==> src/rtl/ulisp_uart_regs.sv <==
// Register-bus UART for the ulisp core: TX FIFO feeding an 8N1 serialiser, RX deserialiser with status.
// Reads are registered (1 cycle); TX pushes into a full FIFO are dropped unless a pop frees a slot that cycle.
module ulisp_uart_regs #(
  parameter int TX_FIFO_DEPTH   = 8,
  parameter int DEFAULT_DIVISOR = 16
) (
  input  logic        clk,
  input  logic        reset,
  input  logic [6:0]  register_index,
  input  logic        register_read,
  input  logic        register_write,
  input  logic [15:0] register_write_value,
  output logic [15:0] register_read_value,
  output logic        uart_tx,
  input  logic        uart_rx
);

  localparam int              AW        = $clog2(TX_FIFO_DEPTH);
  localparam logic [AW:0]     FIFO_FULL = (AW+1)'(TX_FIFO_DEPTH);
  localparam logic [15:0]     DIV_RESET = 16'(DEFAULT_DIVISOR);

  typedef enum logic [1:0] {S_IDLE, S_START, S_DATA, S_STOP} uart_st_e;

  typedef struct packed {
    logic overrun;
    logic rx_valid;
    logic tx_full;
    logic tx_empty;
  } status_t;

  logic rd_sel0, wr_sel0, wr_sel1, wr_sel2;
  assign rd_sel0 = register_read  && (register_index == 7'd0);
  assign wr_sel0 = register_write && (register_index == 7'd0);
  assign wr_sel1 = register_write && (register_index == 7'd1);
  assign wr_sel2 = register_write && (register_index == 7'd2);

  logic [15:0] div_q;
  logic [15:0] rd_q, rd_d;
  logic [7:0]  rx_data_q;
  logic        rx_valid_q, overrun_q;

  // TX FIFO
  logic [7:0]    fifo_mem_q [TX_FIFO_DEPTH];
  logic [AW-1:0] wr_ptr_q, rd_ptr_q;
  logic [AW:0]   count_q;
  logic          tx_empty, tx_full, tx_push, tx_pop;

  assign tx_empty = (count_q == '0);
  assign tx_full  = (count_q == FIFO_FULL);
  assign tx_push  = wr_sel0 && (!tx_full || tx_pop);

  always_ff @(posedge clk) begin
    if (tx_push) fifo_mem_q[wr_ptr_q] <= register_write_value[7:0];
  end

  always_ff @(posedge clk or posedge reset) begin
    if (reset) begin
      wr_ptr_q <= '0;
      rd_ptr_q <= '0;
      count_q  <= '0;
    end else begin
      if (tx_push) wr_ptr_q <= wr_ptr_q + 1'b1;
      if (tx_pop)  rd_ptr_q <= rd_ptr_q + 1'b1;
      if (tx_push && !tx_pop)      count_q <= count_q + 1'b1;
      else if (!tx_push && tx_pop) count_q <= count_q - 1'b1;
    end
  end

  // TX serialiser; each bit latches the divisor so a change lands on the next boundary
  uart_st_e    tx_st_q, tx_st_d;
  logic [15:0] tx_cnt_q, tx_cnt_d, tx_bd_q, tx_bd_d;
  logic [2:0]  tx_bit_q, tx_bit_d;
  logic [7:0]  tx_sh_q, tx_sh_d;
  logic        tx_line_q, tx_line_d;
  logic        tx_bit_end;

  assign tx_bit_end = (tx_cnt_q == tx_bd_q - 16'd1);

  always_comb begin
    tx_st_d  = tx_st_q;
    tx_cnt_d = tx_cnt_q;
    tx_bd_d  = tx_bd_q;
    tx_bit_d = tx_bit_q;
    tx_sh_d  = tx_sh_q;
    tx_pop   = 1'b0;
    case (tx_st_q)
      S_IDLE: begin
        if (!tx_empty) begin
          tx_pop   = 1'b1;
          tx_sh_d  = fifo_mem_q[rd_ptr_q];
          tx_st_d  = S_START;
          tx_cnt_d = '0;
          tx_bd_d  = div_q;
        end
      end
      S_START: begin
        if (tx_bit_end) begin
          tx_st_d  = S_DATA;
          tx_cnt_d = '0;
          tx_bd_d  = div_q;
          tx_bit_d = '0;
        end else begin
          tx_cnt_d = tx_cnt_q + 16'd1;
        end
      end
      S_DATA: begin
        if (tx_bit_end) begin
          tx_cnt_d = '0;
          tx_bd_d  = div_q;
          if (tx_bit_q == 3'd7) begin
            tx_st_d = S_STOP;
          end else begin
            tx_bit_d = tx_bit_q + 3'd1;
            tx_sh_d  = {1'b0, tx_sh_q[7:1]};
          end
        end else begin
          tx_cnt_d = tx_cnt_q + 16'd1;
        end
      end
      S_STOP: begin
        if (tx_bit_end) begin
          // Chain straight into the next start bit when a byte is waiting
          if (!tx_empty) begin
            tx_pop   = 1'b1;
            tx_sh_d  = fifo_mem_q[rd_ptr_q];
            tx_st_d  = S_START;
            tx_cnt_d = '0;
            tx_bd_d  = div_q;
          end else begin
            tx_st_d = S_IDLE;
          end
        end else begin
          tx_cnt_d = tx_cnt_q + 16'd1;
        end
      end
      default: tx_st_d = S_IDLE;
    endcase
    case (tx_st_d)
      S_START: tx_line_d = 1'b0;
      S_DATA:  tx_line_d = tx_sh_d[0];
      default: tx_line_d = 1'b1;
    endcase
  end

  always_ff @(posedge clk or posedge reset) begin
    if (reset) begin
      tx_st_q   <= S_IDLE;
      tx_cnt_q  <= '0;
      tx_bd_q   <= DIV_RESET;
      tx_bit_q  <= '0;
      tx_sh_q   <= '0;
      tx_line_q <= 1'b1;
    end else begin
      tx_st_q   <= tx_st_d;
      tx_cnt_q  <= tx_cnt_d;
      tx_bd_q   <= tx_bd_d;
      tx_bit_q  <= tx_bit_d;
      tx_sh_q   <= tx_sh_d;
      tx_line_q <= tx_line_d;
    end
  end

  assign uart_tx = tx_line_q;

  // RX: two sync flops plus one more stage for falling-edge detection
  logic        rx_s1_q, rx_s2_q, rx_s3_q;
  uart_st_e    rx_st_q, rx_st_d;
  logic [15:0] rx_cnt_q, rx_cnt_d, rx_bd_q, rx_bd_d;
  logic [2:0]  rx_bit_q, rx_bit_d;
  logic [7:0]  rx_sh_q, rx_sh_d;
  logic        rx_done, rx_bit_end, rx_half;

  assign rx_bit_end = (rx_cnt_q == rx_bd_q - 16'd1);
  assign rx_half    = (rx_cnt_q == {1'b0, rx_bd_q[15:1]});

  always_comb begin
    rx_st_d  = rx_st_q;
    rx_cnt_d = rx_cnt_q;
    rx_bd_d  = rx_bd_q;
    rx_bit_d = rx_bit_q;
    rx_sh_d  = rx_sh_q;
    rx_done  = 1'b0;
    case (rx_st_q)
      S_IDLE: begin
        if (rx_s3_q && !rx_s2_q) begin
          rx_st_d  = S_START;
          rx_cnt_d = '0;
          rx_bd_d  = div_q;
        end
      end
      S_START: begin
        if (rx_half) begin
          rx_cnt_d = '0;
          rx_bit_d = '0;
          rx_st_d  = rx_s2_q ? S_IDLE : S_DATA;
        end else begin
          rx_cnt_d = rx_cnt_q + 16'd1;
        end
      end
      S_DATA: begin
        if (rx_bit_end) begin
          rx_cnt_d = '0;
          rx_sh_d  = {rx_s2_q, rx_sh_q[7:1]};
          if (rx_bit_q == 3'd7) rx_st_d = S_STOP;
          else                  rx_bit_d = rx_bit_q + 3'd1;
        end else begin
          rx_cnt_d = rx_cnt_q + 16'd1;
        end
      end
      S_STOP: begin
        if (rx_bit_end) begin
          rx_done = rx_s2_q;
          rx_st_d = S_IDLE;
        end else begin
          rx_cnt_d = rx_cnt_q + 16'd1;
        end
      end
      default: rx_st_d = S_IDLE;
    endcase
  end

  always_ff @(posedge clk or posedge reset) begin
    if (reset) begin
      rx_s1_q  <= 1'b1;
      rx_s2_q  <= 1'b1;
      rx_s3_q  <= 1'b1;
      rx_st_q  <= S_IDLE;
      rx_cnt_q <= '0;
      rx_bd_q  <= DIV_RESET;
      rx_bit_q <= '0;
      rx_sh_q  <= '0;
    end else begin
      rx_s1_q  <= uart_rx;
      rx_s2_q  <= rx_s1_q;
      rx_s3_q  <= rx_s2_q;
      rx_st_q  <= rx_st_d;
      rx_cnt_q <= rx_cnt_d;
      rx_bd_q  <= rx_bd_d;
      rx_bit_q <= rx_bit_d;
      rx_sh_q  <= rx_sh_d;
    end
  end

  // Register file; reads see pre-edge state, a completing byte beats a same-cycle read
  status_t status;
  assign status = '{overrun: overrun_q, rx_valid: rx_valid_q, tx_full: tx_full, tx_empty: tx_empty};

  always_comb begin
    rd_d = rd_q;
    if (register_read) begin
      case (register_index)
        7'd0:    rd_d = {8'h00, rx_data_q};
        7'd1:    rd_d = {12'h000, status};
        7'd2:    rd_d = div_q;
        default: rd_d = '0;
      endcase
    end
  end

  always_ff @(posedge clk or posedge reset) begin
    if (reset) begin
      rd_q       <= '0;
      div_q      <= DIV_RESET;
      rx_data_q  <= '0;
      rx_valid_q <= 1'b0;
      overrun_q  <= 1'b0;
    end else begin
      rd_q <= rd_d;
      if (wr_sel2) div_q <= (register_write_value < 16'd4) ? 16'd4 : register_write_value;
      if (rx_done) begin
        rx_data_q  <= rx_sh_q;
        rx_valid_q <= 1'b1;
      end else if (rd_sel0) begin
        rx_valid_q <= 1'b0;
      end
      if (rx_done && rx_valid_q && !rd_sel0)          overrun_q <= 1'b1;
      else if (wr_sel1 && register_write_value[3])    overrun_q <= 1'b0;
    end
  end

  assign register_read_value = rd_q;

endmodule
==> config.mk <==
export PLATFORM = sky130hd
export DESIGN_NAME = ulisp_uart_regs
export DESIGN_NICKNAME = d
export VERILOG_FILES = /design/src/rtl/ulisp_uart_regs.sv
export SDC_FILE = /design/constraint.sdc
export NUM_CORES = 1
export LEC_CHECK = 0
export BUFFER_PORTS_ARGS = -buffer_cell sky130_fd_sc_hd__buf_4
export CORE_ASPECT_RATIO = 0.75
export CORE_MARGIN = 1.5
export CORE_UTILIZATION = 53
export CTS_CLUSTER_SIZE = 30
export DETAILED_ROUTE_END_ITERATION = 6
export GPL_TIMING_DRIVEN = 0
export PLACE_DENSITY_LB_ADDON = 0.08
export SETUP_SLACK_MARGIN = 0.5
export SLEW_MARGIN = 20
export SYNTH_ARGS = -nofsm -noshare
export SYNTH_HDL_FRONTEND = slang
export SYNTH_SLANG_ARGS = --single-unit
==> constraint.sdc <==
create_clock -name clk -period 8 [get_ports clk]
set_clock_uncertainty 0.2 [all_clocks]
set_input_delay 0.8 -clock clk [delete_from_list [all_inputs] [get_ports clk]]
set_output_delay 0.8 -clock clk [all_outputs]
set_load 0.005 [all_outputs]
## Yosys cells after proc, flatten, opt, wreduce, memory -nomap -nowiden

Memories as Yosys holds them, arrays and structs flattened.
Cells that the tools add are included.

- Register bits after elaboration: 146
- Memory bits (writable): 64
- Output and inout port bits: 17
- Logic and storage cells: 155
- Memories: 1

Memories:

| memory | depth | bits a word | read ports | clocked after Yosys merged registers in | wr ports | RTL line | source |
|---|---|---|---|---|---|---|---|
| fifo_mem_q | 8 | 8 | 1 | 0 | 1 | 43 | `logic [7:0] fifo_mem_q [TX_FIFO_DEPTH];` |

- Add/subtract/negate cells: 10
- Magnitude comparators: 1
- Equal/unequal tests: 28
- Muxes and demuxes: 56
- Reductions and logical operators: 36

Operators by type and width:

| cell | number |
|---|---|
| 16-bit two-way mux | 11 |
| 16-bit case mux with 3 select lines | 3 |
| 16-bit case mux with 4 select lines | 1 |
| 16-bit by 1-bit adder with 16-bit output, second input constant | 2 |
| 16-bit == test | 2 |
| 8-bit two-way mux | 4 |
| 16-bit by 1-bit subtractor with 16-bit output, second input constant | 2 |
| 8-bit case mux with 3 select lines | 1 |
| 2-bit two-way mux | 11 |
| 2-bit != test, second input constant | 11 |
| 3-bit two-way mux | 6 |
| 16-bit by 15-bit == test with 1-bit output | 1 |
| 16-bit by 3-bit less-than comparator with 1-bit output, second input constant | 1 |
| 2-bit case mux with 4 select lines | 2 |
| 3-bit by 1-bit adder with 3-bit output, second input constant | 4 |
| 3-bit case mux with 2 select lines | 2 |
| 4-bit AND reduction | 3 |
| 1-bit logical AND | 11 |
| 1-bit two-way mux | 11 |
| 2-bit == test, second input constant | 5 |
| 2-bit nonzero test | 5 |
| 4-bit two-way mux | 2 |
| 2-bit AND reduction | 4 |
| 7-bit by 1-bit == test with 1-bit output, second input constant | 1 |
| 16 further kinds | 25 |

## Logic depth before layout (Yosys ltp)

- Word-level depth: 10
- Mapped depth: 18
- Mapped depth without buffers: 17

## Least setup slack after synthesis

No wires, ideal clock.

- Path type: register to register
- From: register tx_bd_q[0]
- To: register count_q[3]
- Setup time: 125 ps
- Data arrival time: 4114 ps
- Setup slack: 3561 ps
- Stages on the path, launching flop included: 19
- Path buffers: 1
- Clock period less this slack: 4439 ps
- Cells stage by stage: dfrtp_1 > inv_1 > ha_1 > clkbuf_1 > nor4b_1 > nand3b_1 > xnor2_1 > or4_1 > nor4_4 > a21oi_2 > or3_4 > ha_1 > inv_1 > ha_1 > a21o_1 > a21oi_1 > xnor2_1 > nor2_1 > xor2_1

- Cells in the longest elaborated chain, start to end: 9

Ends and longest elaborated chain:

| item | RTL line | source |
|---|---|---|
| start, declared | 71 | `logic [15:0] tx_cnt_q, tx_cnt_d, tx_bd_q, tx_bd_d;` |
| start signal, assigned | 156 | `tx_bd_q <= tx_bd_d;` |
| 16-bit by 1-bit subtractor with 16-bit output * | 77 | `assign tx_bit_end = (tx_cnt_q == tx_bd_q - 16'd1);` |
| 16-bit == test * | 77 |  |
| 1-bit two-way mux * | 121 | `if (tx_bit_end) begin` |
| 1-bit case mux with 2 select lines * | 86 | `case (tx_st_q)` |
| 1-bit logical OR | 50 | `assign tx_push = wr_sel0 && (!tx_full \|\| tx_pop);` |
| 1-bit logical AND | 50 |  |
| 1-bit logical NOT | 65 | `else if (!tx_push && tx_pop) count_q <= count_q - 1'b1;` |
| 1-bit logical AND | 65 |  |
| 2-bit nonzero test (no source line) | -- |  |
| end signal, assigned | 64 | `if (tx_push && !tx_pop) count_q <= count_q + 1'b1;` |
| end signal, assigned | 65 |  |
| end, declared | 45 | `logic [AW:0] count_q;` |

Mark *: on every way between the ends. The rest lies on a longest branch, timed or not.
A chain may end at the register's enable or synchronous reset.

## Worst setup path after layout

- From: register tx_bd_q[0]
- To: register count_q[3]

- Cells in the longest elaborated chain, start to end: 9

Ends and longest elaborated chain:

| item | RTL line | source |
|---|---|---|
| 16-bit by 1-bit subtractor with 16-bit output * | 77 |  |
| 16-bit == test * | 77 |  |
| 1-bit two-way mux * | 121 |  |
| 1-bit case mux with 2 select lines * | 86 |  |
| 1-bit logical OR * | 50 |  |
| 1-bit logical AND * | 50 |  |
| net tx_push | 46 | `logic tx_empty, tx_full, tx_push, tx_pop;` |
| 1-bit logical NOT | 65 |  |
| 1-bit logical AND | 65 |  |
| 2-bit nonzero test (no source line) | -- |  |

Mark *: on every way through the listed nets, which the timed path passes. The rest lies on a longest branch.

==> results.sh <==
export IMPL_ys_seq_elements=210
export IMPL_crit_type="reg -> reg"
export IMPL_initial_core_util_pct=54.6
export IMPL_fin_nets=1069
export IMPL_cts_sinks=210
export IMPL_synth_edf_count=64
export IMPL_grt_pass1_wl_mm=39.8
export IMPL_routed_wl_mm=24.2
export IMPL_power_density_nw_per_um2=243
export IMPL_die_h_um=126
export IMPL_clock_latency_ps=520
export IMPL_gr_usage_all_layers_pct=24.0
export IMPL_overflow=0
export IMPL_grt_max_degree=104
export IMPL_grt_pass1_vias=7173
export IMPL_syn_nets=1000
export IMPL_cp_end_kind="flip-flop"
export IMPL_synth_top_area_share_pct=32.5
export IMPL_fp_dieArea_um2=21100
export IMPL_seq_area_um2=5580
export IMPL_power_leakage_nw=5.18
export IMPL_ys_warn_count=0
export IMPL_synth_cell_types=70
export IMPL_placementRows=44
export IMPL_multiInputGateArea_um2=4800
export IMPL_fillers=1555
export IMPL_cap_violations=0
export IMPL_fin_tns_setup_ps=0
export IMPL_drt_iter0_drc=768
export IMPL_post_place_ws_ps=2850
export IMPL_cts_buffer_depth=3
export IMPL_crit_path_max_fanout=10
export IMPL_post_cts_buffers=0
export IMPL_setup_viol=0
export IMPL_min_period_ps=5200
export IMPL_post_cts_resized=0
export IMPL_hold_buffers=0
export IMPL_routedWlPerCell_um=18.7
export IMPL_hold_viol=0
export IMPL_ys_seq_area_share_pct=52.2
export IMPL_antenna_found_initial=0
export IMPL_arrival_ps=5390
export IMPL_dr_pass1_iters=7
export IMPL_avgSynthCellArea_um2=11.2
export IMPL_ant_nets=0
export IMPL_syn_to_final_growth_pct=13.6
export IMPL_vias=7500
export IMPL_worst_slack_ps=2800
export IMPL_cts_root_buf="clkbuf_16"
export IMPL_synth_area_top_cells="dfrtp_1 (32%), edfxtp_1 (18%), mux2_2 (6.4%), mux4_2 (3.4%), o21ai_0 (3.1%)"
export IMPL_synth_top_area_cell="dfrtp_1"
export IMPL_drive_gt1_share_pct=18.7
export IMPL_synthTopCellsByCount="dfrtp_1 (139), nand2_1 (74), o21ai_0 (67)"
export IMPL_die_w_um=167
export IMPL_stdcell_count=1290
export IMPL_min_path_type="in -> async"
export IMPL_status="completed"
export IMPL_h_tree_depth=1
export IMPL_fmax_mhz=192
export IMPL_coreArea_um2=19600
export IMPL_portBuffers=44
export IMPL_path_clk_slew_ps=70
export IMPL_irDropWorstVdd_mv=0.176
export IMPL_place_gp_congestion=0.869
export IMPL_fin_crit_sh_pct=65.0
export IMPL_worstPathRequired_ps=8190
export IMPL_cts_made_buffers=22
export IMPL_ys_async_sr_fraction_pct=69.5
export IMPL_ios=45
export IMPL_n_antenna_cell=0
export IMPL_synthCells=952
export IMPL_cts_tree="built"
export IMPL_vias_per_cell=5.81
export IMPL_ys_flop_type="dfrtp_1"
export IMPL_cp_start_kind="flip-flop"
export IMPL_rsz0062_at_grt="false"
export IMPL_syn_area_um2=10700
export IMPL_max_slew_margin_pct=28.4
export IMPL_dp_hpwl_mm=17.1
export IMPL_drc=0
export IMPL_dp_cells=1250
export IMPL_final_max_slew_viol_count=0
export IMPL_yosysMostFrequentCell="dfrtp_1"
export IMPL_worst_slew_pin_transition_ps=1060
area by class of cell:
class	count	area share [%]
flip-flops and latches	210	45.9
clock buffers	29	4.91
multi-input cells	649	39.5
clock inverters	11	1.15
well taps	253	2.60
repair buffers	45	2.94
plain buffers	46	1.50
inverters	47	1.51
critical path: stages (launching register included):
cell and delay, ps:
dfrtp_1 460, inv_1 110, ha_1 140, clkbuf_1 340
nor4b_1 470, nand3b_1 150, xnor2_1 170, or4_1 550
nor4_4 480, a21oi_2 200, a21oi_2 460, ha_1 270
inv_1 90, ha_1 280, a21o_1 170, a21oi_1 170
xnor2_1 140, nor2_1 70, xor2_1 140
cells by family (layout without fill, tap and decap cells):
family                     after synthesis  in the layout  share of synthesized area [%]
and+or+nand+nor                        278            278                           13.8
DFF                                    210            210                           52.2
AOI/OAI and AO/OA                      186            186                           10.8
muxes                                  104            104                           12.4
buffers and inverters                   93            178                           3.35
xor gates and xnor gates                61             61                           5.13
adders and majority gates               20             20                           2.41
sequential cells by signal, summed over array words and instances (netlist names), 4 cells and up, named ones only:
signal and flops:
fifo_mem_q 64, div_q 16, register_read_value 16, rx_bd_q 16, rx_cnt_q 16, tx_bd_q 16
tx_cnt_q 16, rx_data_q 8, rx_sh_q 8, tx_sh_q 8, count_q 4
report_power, final:
part | internal [mW] | switching (mW) | total [mW]
clock network | 0.624 | 0.427 | 1.05
registers | 1.18 | 0.0903 | 1.27
logic | 0.263 | 0.369 | 0.632
layer usage:
layer / track usage [%] / vias up / part of all wire (%)
li1: - / 3613 / -
met1: 40.0 / 3680 / 53
met2: 32.7 / 179 / 40
met3: 3.33 / 28 / 5.2
met4: 4.71 / 0 / 1.6
met5: 0 / - / 0
through the flow:
step	hold slack, ps	utilization, %	area, µm²	power (mW)
after detailed placement	148	58.3	11400	1.91
after global routing	93.8	62.0	12200	3.10
after global placement	146	57.9	11400	1.90
final	63.8	62.0	12200	2.96
after floorplan	145	-	10700	1.74
after CTS	73.5	62.0	12200	2.96
placed cells by master, fill, tap and decap left out, types with 5 or more instances in the layout:
cell and instances:
inv_1 46, clkbuf_1 41, edfxtp_1 64, nor4_1 12, nor2b_1 9, nand2b_1 19
dfstp_2 7, o211ai_1 9, nor3_1 6, a31oi_1 15, or3_1 7, o21ai_0 67
xnor2_1 24, nand2_1 74, or4_1 5, and3_1 24, xor2_1 36, o22ai_1 9
mux2i_1 23, nand3_1 19, nand3b_1 6, clkbuf_16 22, buf_2 5, buf_4 45
mux2_2 61, ha_1 19, a22o_1 9, nor4b_1 7, clkinv_2 6, a21oi_1 31
a22oi_1 5, nor2_1 56, mux4_2 16, o21ai_1 7, nand4_1 8, dfrtp_1 139
path summary, 6_finish.rpt:
kind	startpoint	endpoint	slack, ps	depth (start not counted)
worst min-delay path	reset	tx_cnt_q[14]$_DFF_PP0_	60	2
worst max register to register	tx_bd_q[0]$_DFFE_PP0P_	count_q[3]$_DFFE_PP0P_	2800	18
worst min register to register	rx_s1_q$_DFF_PP1_	rx_s2_q$_DFF_PP1_	150	0
worst max-delay path	tx_bd_q[0]$_DFFE_PP0P_	count_q[3]$_DFFE_PP0P_	2800	18
min in group clk	rx_s1_q$_DFF_PP1_	rx_s2_q$_DFF_PP1_	150	0
max in group asynchronous	reset	rx_s3_q$_DFF_PP1_	6730	3
(Power assumes the default switching activity.)
